===== src/rtl/onehot_rr_arbiter.sv =====
// Round-robin arbiter: captures request pulses into pending bits and
// issues them one at a time as a registered one-hot grant.
module onehot_rr_arbiter #(
  parameter int NUM_REQ = 4
) (
  input  logic               clk,
  input  logic               rst,
  input  logic [NUM_REQ-1:0] req_in,
  input  logic               gnt_ready,
  input  logic               clr_overrun,
  output logic [NUM_REQ-1:0] gnt,
  output logic               gnt_valid,
  output logic [NUM_REQ-1:0] pending,
  output logic               overrun
);

  localparam int LW = (NUM_REQ > 1) ? $clog2(NUM_REQ) : 1;

  localparam logic [0:0] IDLE  = 1'b0;
  localparam logic [0:0] GRANT = 1'b1;

  logic [0:0]         state, state_n;
  logic [LW-1:0]      ptr, ptr_n, sel_ptr, gidx;
  logic [NUM_REQ-1:0] sel_oh, clr_mask;
  logic [NUM_REQ-1:0] gnt_n, pending_n;
  logic               hs, load, found, ovr_set;

  assign gnt_valid = (state == GRANT);
  assign hs        = (state == GRANT) && gnt_ready;

  always_comb begin
    gidx = '0;
    for (int i = 0; i < NUM_REQ; i++) begin
      if (gnt[i]) gidx = LW'(i);
    end
  end

  // On a completed handshake the next pick already uses the advanced ptr
  assign sel_ptr = hs ? gidx + 1'b1 : ptr;

  always_comb begin
    logic [LW-1:0] idx;
    sel_oh = '0;
    found  = 1'b0;
    idx    = '0;
    for (int k = 0; k < NUM_REQ; k++) begin
      idx = sel_ptr + LW'(k);
      if (!found && pending[idx]) begin
        found       = 1'b1;
        sel_oh[idx] = 1'b1;
      end
    end
  end

  assign load     = ((state == IDLE) || hs) && (pending != '0);
  assign clr_mask = load ? sel_oh : '0;
  assign ptr_n    = sel_ptr;
  assign ovr_set  = |(req_in & pending & ~clr_mask);

  // Set from req_in wins over the clear of the line being loaded
  assign pending_n = (pending & ~clr_mask) | req_in;

  always_comb begin
    gnt_n   = gnt;
    state_n = state;
    if (load) begin
      gnt_n   = sel_oh;
      state_n = GRANT;
    end else if (hs) begin
      gnt_n   = '0;
      state_n = IDLE;
    end
  end

  always_ff @(posedge clk) begin
    if (rst) begin
      state   <= IDLE;
      gnt     <= '0;
      pending <= '0;
      ptr     <= '0;
      overrun <= 1'b0;
    end else begin
      state   <= state_n;
      gnt     <= gnt_n;
      pending <= pending_n;
      ptr     <= ptr_n;
      overrun <= ovr_set | (overrun & ~clr_overrun);
    end
  end

  a_gnt_onehot: assert property (
    @(posedge clk) disable iff (rst) $onehot0(gnt));

  a_gnt_valid: assert property (
    @(posedge clk) disable iff (rst) ((gnt != '0) == gnt_valid));

endmodule

===== config.mk =====
export PLATFORM = sky130hd
export DESIGN_NAME = onehot_rr_arbiter
export DESIGN_NICKNAME = d
export VERILOG_FILES = /design/src/rtl/onehot_rr_arbiter.sv
export SDC_FILE = /design/constraint.sdc
export NUM_CORES = 1
export LEC_CHECK = 0
export CORE_UTILIZATION = 41
export CTS_CLUSTER_DIAMETER = 80
export DETAILED_ROUTE_END_ITERATION = 16
export GPL_TIMING_DRIVEN = 1
export HOLD_SLACK_MARGIN = 0.08
export PLACE_DENSITY = 0.73
export RECOVER_POWER = 50
export REMOVE_ABC_BUFFERS = 1
export SYNTH_ARGS = -nofsm -noshare
export SYNTH_HDL_FRONTEND = slang
export SYNTH_SLANG_ARGS = --single-unit

===== constraint.sdc =====
create_clock -name clk -period 4.04 [get_ports clk]
set_input_delay 0.808 -clock clk [delete_from_list [all_inputs] [get_ports clk]]
set_output_delay 0.808 -clock clk [all_outputs]
set_load 0.01 [all_outputs]

==> results of run 1 <==
[cell usage after synthesis, drive strengths merged]
library cell	n	area, um^2
a211oi	1	7.510
a21bo	2	20.02
a21oi	9	45.04
a221o	1	10.01
a221oi	2	23.77
a2bb2oi	1	8.760
a31oi	3	18.77
a41oi	1	8.760
and2	2	15.02
and3	2	12.51
buf	2	16.26
clkbuf	3	11.26
clkinv	1	8.760
dfxtp	12	240.2
ha	2	25.02
inv	6	25.03
mux2i	3	33.78
mux4	1	22.52
nand2	14	55.06
nand2b	1	6.260
nand3	2	10.01
nor2	16	60.06
nor2b	4	25.02
nor3	2	10.01
o211ai	4	35.03
o21a	1	7.510
o21ai	6	33.78
o21bai	1	7.510
o221ai	1	8.760
o22ai	2	12.51
o311a	1	10.01
o31a	1	17.52
o31ai	1	7.510
or4	2	15.01
[worst reg2reg max path: stages, from the launching register on]
cell	delay (ns)
dfxtp_1	0.44
a21bo_1	0.14
o31a_1	0.52
ha_1	0.39
nand2_1	0.08
o21ai_1	0.13
mux2i_2	0.29
nand2_1	0.13
o311a_1	0.34
a221oi_2	0.26
a31oi_1	0.10
[cells by family after synthesis]
logic type,Yosys count,synth area share (%)
buffers and inverters,12,7.010
adder cells (fa/ha/maj),2,2.861
flip-flops,12,27.47
multiplexers,4,6.437
AND/OR/NAND/NOR,45,23.89
AO/OA/AOI/OAI,38,32.33
[worst max path at each step]
| stage | slack (ns) | to | depth (start not counted) |
|---|---|---|---|
| 2_1_floorplan | 1.07 | overrun$_SDFF_PP0_ | 11 |
| 3_3_place_gp | 0.37 | overrun$_SDFF_PP0_ | 12 |
| 3_5_place_dp | 0.26 | overrun$_SDFF_PP0_ | 12 |
| 4_1_cts | 0.55 | overrun$_SDFF_PP0_ | 12 |
| 5_1_grt | 0.16 | overrun$_SDFF_PP0_ | 11 |
| 6_report | 0.38 | overrun$_SDFF_PP0_ | 11 |
[cell usage in the layout (no fill, tap or decap), types with 2 or more instances in the layout]
master | Yosys | layout
a31oi_1 | 3 | 3
o21ai_0 | 3 | 3
a21oi_1 | 9 | 9
nor2_1 | 16 | 16
clkdlybuf4s50_1 | 0 | 8
clkbuf_4 | 0 | 3
nor2b_1 | 4 | 4
and3_1 | 2 | 2
nand3_1 | 2 | 2
o211ai_1 | 3 | 3
a21bo_1 | 2 | 2
dfxtp_1 | 12 | 12
inv_1 | 5 | 5
o21ai_1 | 2 | 2
o22ai_1 | 2 | 2
nor3_1 | 2 | 2
mux2i_1 | 2 | 2
dlygate4sd3_1 | 0 | 9
or4_1 | 2 | 2
ha_1 | 2 | 2
nand2_1 | 13 | 13
[per-layer routing]
metal	up-vias	global-route usage [%]	routed length, um
li1	446	-	-
met1	424	26.52	959
met2	24	36.00	1042
met3	0	5.556	102
met4	0	4.444	0
met5	-	0	0
[flip-flops by register name (all words and copies together), names as in the netlist]
name and cells:
gnt_valid 1, gnt 4, pending 4, ptr 2
overrun 1
[cell type report]
type | instances | area [um^2]
multi-input cells | 89 | 564.3
clock buffers | 4 | 36.28
fillers | 185 | 903.4
flip-flops and latches | 12 | 240.2
well taps | 27 | 33.78
repair buffers | 17 | 170.2
inverters | 7 | 33.78
[metrics by stage]
| step | area (um^2) | hold slack, ns |
|---|---|---|
| floorplan | 847.1 | 0.4745 |
| global placement | 1051 | 0.4458 |
| detailed placement | 1051 | 0.4577 |
| CTS | 1087 | 0.4680 |
| finish | 1079 | 0.4598 |
| global route | 1079 | 0.5113 |
[power groups by stage]
stage / Sequential (W) / Combinational [W] / Clock (W)
after global routing: 0.000151 / 0.000200 / 0.0000991
after global placement: 0.000152 / 0.000182 / 0
after floorplan: 0.000153 / 0.000122 / 0
final: 0.000149 / 0.000180 / 0.0000922
after detailed placement: 0.000152 / 0.000185 / 0
after CTS: 0.000149 / 0.000186 / 0.0000947
==> impl_metrics.yaml, run 1 <==
power:
  switching_power_w: 0.0001549
  pwr-share-comb_pct: 42.8
  p_per_area_nw_per_um2: 390.7
  seq_power_share_pct: 35.3
  clockPowerShare_pct: 21.9
  p_total_w: 0.0004213
  peakVddDrop_uv: 369.4
  p_sw_share_pct: 36.77
  leakage_nw: 0.4389
  p_int_w: 0.0002664
critical_path:
  cp_slowest_cell: "dlygate4sd3_1"
  worst-path-max-fanout: 13
  crit_family: "compound AO/OA/AOI/OAI gates"
  r2r-start: "gnt_valid$_SDFFE_PP0P_"
  cp_num_buf_inv: 1
  crit_start: "gnt_ready"
  rr_worst_depth: 10
  start_kind: "input port"
  slowest_delay_ns: 0.61
  crit_chain: "dlygate4sd3_1 -> a21bo_1 -> o31a_1 -> ha_1 -> nand2_1 -> o21ai_1 -> mux2i_2 -> nand2_1 -> o311a_1 -> a221oi_2 -> a31oi_1"
  rr_endpoint: "overrun$_SDFF_PP0_"
  crit_path_end_kind: "flip-flop"
  arrival_ns: 3.80
  worstPathRequired_ns: 4.18
  reg2reg_slack_ns: 1.07
  path_common_cell: "nand2_1"
  crit_type: "in2reg"
sta:
  slew_headroom_pct: 58.61
  fin_ws_ns: 0.3764
  worst_pin_slew_ns: 0.6208
  fin_worst_skew_ns: 0.005402
  grt_setup_unrepaired: "false"
  setup_viol: 0
  fmax_mhz: 273.0
  layout_min_cycle_time_ns: 3.664
  setup_tns_ns: 0
  hold_viol_final: 0
  slew_violations: 0
  finalCritPeriodShare_pct: 90.68
routing:
  vias: 894
  drc_errors: 0
  wl_per_cell_um: 13.49
  drt_pass1_iterations: 4
  viasPerCell: 5.731
  drt_iter0_drc: 15
  ant_nets: 0
  routed_wirelength_um: 2104
floorplan:
  rows: 16
  io_pins: 18
  die_width_um: 48.19
  design.core.area_um2: 1982
  fp.dieArea_um2: 2322
  start_util_pct: 44.13
  die_height_um: 48.19
flow_run:
  maxCapViolations: 0
clock_tree:
  hold_buffers: 0
  clock_latency_ns: 0.27
  clk_pin_slew_ns: 0.07
  cts_buffers: 3
  clock-root-buffer: "clkbuf_4"
  htreeDepth: 1
  cts_tree: "yes"
  cts.sinks: 12
  cts-resized-gates: 0
  clockBufferDepth: 2
  postCtsSetupRepairBufs: 0
global_route:
  grt-ovfl-total: 0
  antenna_found_initial: 0
  groute.usage.overall_pct: 21.07
  grt_max_degree: 14
  grt_pass1_wl_um: 3429
  grt_pass1_vias: 797
run_status:
  status: "complete, no violations"
layout:
  area_growth_pct: 23.32
  fin_cells: 156
  antenna_cells: 0
  drive_above_1_share_pct: 10.08
  fin_nets: 140
  utilization_pct: 54.42
synthesis:
  yosys_warnings: 0
  yosysSeqAreaShare_pct: 27.47
  synth_area_um2: 874.6
  synth_seq_cells: 12
  syn_avg_cell_area_um2: 7.740
  synth.distinct_cells: 43
  syn_inst: 113
worst_hold_path:
  min_to: "gnt[0]$_SDFFE_PP0P_"
  hold_start: "gnt[0]$_SDFFE_PP0P_"
  hold_class: "reg2reg"
  worstHoldPathCells: 2
place:
  io_buffers: 17
  detailedPlace.worstSlack_ns: 0.2624
  dpl.cell_count: 152
  globalplace.congestion: 0.8404
  dp_hpwl_um: 1632
Power figures use the tool's default switching activity.
==> inputs of run 2 (changes only) <==
--- a/config.mk
+++ b/config.mk
@@ -8,11 +8,13 @@
 export CORE_UTILIZATION = 41
 export CTS_CLUSTER_DIAMETER = 80
 export DETAILED_ROUTE_END_ITERATION = 16
+export DONT_BUFFER_PORTS = 1
 export GPL_TIMING_DRIVEN = 1
 export HOLD_SLACK_MARGIN = 0.08
-export PLACE_DENSITY = 0.73
+export PLACE_DENSITY = 0.62
 export RECOVER_POWER = 50
 export REMOVE_ABC_BUFFERS = 1
 export SYNTH_ARGS = -nofsm -noshare
 export SYNTH_HDL_FRONTEND = slang
 export SYNTH_SLANG_ARGS = --single-unit
+export TNS_END_PERCENT = 5
==> run 2 against run 1 <==
Count of clock-buffer cells in the layout unchanged; cell count down 11%; sequential share of layout area increased by 4.2 points; clock skew is 0.0029 ns lower; flip-flop and latch count unchanged; highest routed layer unchanged; sequential power is 5% higher; utilization down 8.6 points; die area unchanged; power fell by 5.3%; worst setup slack gained 0.60 ns; via count down 4.8%; critical endpoint unchanged.
==> impl_metrics.yaml, run 2 (synthesized netlist as in run 1, its figures left out) <==
place:
  io_buffers: 0
  dp_hpwl_um: 1565
  detailedPlace.worstSlack_ns: 0.8361
  globalplace.congestion: 0.8895
worst_hold_path:
  hold_start: "gnt[0]$_SDFFE_PP0P_"
  hold_class: "reg2reg"
critical_path:
  crit_path_end_kind: "flip-flop"
  arrival_ns: 3.23
  slowest_delay_ns: 0.53
  r2r-start: "gnt_valid$_SDFFE_PP0P_"
  crit_type: "reg2reg"
  path_common_cell: "nand2_1"
  cp_slowest_cell: "o31a_1"
  start_kind: "flip-flop"
  worst-path-max-fanout: 13
  worstPathRequired_ns: 4.20
  crit_start: "gnt_valid$_SDFFE_PP0P_"
  crit_chain: "a21bo_1 -> o31a_1 -> ha_1 -> nand2_1 -> o21ai_0 -> mux2i_2 -> nand2_1 -> o311a_1 -> a221oi_2 -> a31oi_1"
floorplan:
  die_width_um: 48.19
  io_pins: 18
  fp.dieArea_um2: 2322
  rows: 16
  start_util_pct: 44.13
  design.core.area_um2: 1982
  die_height_um: 48.19
sta:
  setup_viol: 0
  setup_tns_ns: 0
  fin_ws_ns: 0.9717
  grt_setup_unrepaired: "false"
  hold_viol_final: 0
  slew_headroom_pct: 58.15
  fin_worst_skew_ns: 0.002494
  finalCritPeriodShare_pct: 75.95
  fmax_mhz: 325.9
  slew_violations: 0
  worst_pin_slew_ns: 0.6278
  layout_min_cycle_time_ns: 3.068
global_route:
  antenna_found_initial: 0
  grt_max_degree: 14
  groute.usage.overall_pct: 19.51
  grt_pass1_wl_um: 3063
  grt-ovfl-total: 0
  grt_pass1_vias: 700
clock_tree:
  clock_latency_ns: 0.27
  htreeDepth: 1
  cts_tree: "yes"
  clk_pin_slew_ns: 0.08
  cts_buffers: 3
  cts.sinks: 12
  clockBufferDepth: 2
  clock-root-buffer: "clkbuf_4"
  cts-resized-gates: 0
  postCtsSetupRepairBufs: 0
  hold_buffers: 0
layout:
  drive_above_1_share_pct: 11.61
  final_cell_mix: "16 x nor2_1, 13 x nand2_1, 12 x dfxtp_1, 9 x a21oi_1, 5 x inv_1"
  layout.cells.most_common: "nor2_1"
  nFillCells: 208
  fin_nets: 123
  largest_registers: "gnt x4, pending x4, ptr x2"
  antenna_cells: 0
  area_growth_pct: 3.863
routing:
  drc_errors: 0
  ant_nets: 0
  drt_pass1_iterations: 4
  viasPerCell: 6.122
  vias: 851
  wl_per_cell_um: 15.22
  routed_wirelength_um: 2115
  drt_iter0_drc: 21
power:
  p_per_area_nw_per_um2: 439.4
  p_total_w: 0.0003991
  peakVddDrop_uv: 280.4
  leakage_nw: 0.3572
flow_run:
  maxCapViolations: 0
run_status:
  status: "complete, no violations"
[run 2: cell type report]
cell class                      instances  area [um^2]  share of cell area, %
Clock buffer                            4        36.28                  3.994
Sequential cell                        12        240.2                  26.45
Inverter                                7        33.78                  3.719
Multi-Input combinational cell         89        564.3                  62.12
Tap cell                               27        33.78                  3.719
[run 2: worst max-delay path: cells and delay by family (launching register included)]
| kind | cells | cell delay [ns] |
|---|---|---|
| flip-flops | 1 | 0.49 |
| multiplexers | 1 | 0.28 |
| adder cells (fa/ha/maj) | 1 | 0.39 |
| AO/OA/AOI/OAI | 6 | 1.55 |
| AND/OR/NAND/NOR | 2 | 0.24 |
[run 2: power by group]
group | internal (W) | switching (W)
logic | 0.0000584 | 0.0000887
registers | 0.000132 | 0.0000237
clock network | 0.0000548 | 0.0000413
[run 2: final timing paths]
| path | end | slack, ns | cells after the start |
|---|---|---|---|
| worst max-delay path | overrun$_SDFF_PP0_ | 0.97 | 10 |
| worst min-delay path | gnt[0]$_SDFFE_PP0P_ | 0.50 | 2 |
| worst max register to register | overrun$_SDFF_PP0_ | 0.97 | 10 |
| worst min register to register | gnt[0]$_SDFFE_PP0P_ | 0.50 | 2 |
[run 2: layer usage]
| layer | global-route usage [%] | share of wire, % | up-vias |
|---|---|---|---|
| met5 | 0 | 0 | - |
| li1 | - | - | 409 |
| met1 | 27.29 | 43 | 399 |
| met2 | 27.20 | 47 | 43 |
| met3 | 8.148 | 10 | 0 |
| met4 | 5.556 | 0 | 0 |
[run 2: metrics by stage]
stage | cells | area, um^2 | hold WS, ns | utilization [%]
after floorplan | 108 | 847.1 | 0.4745 | -
after global placement | 135 | 880.8 | 0.4899 | 44.44
after detailed placement | 135 | 880.8 | 0.4886 | 44.44
after CTS | 139 | 917.1 | 0.5000 | 46.28
after global routing | 139 | 908.4 | 0.5610 | 45.83
final | 139 | 908.4 | 0.4969 | 45.83
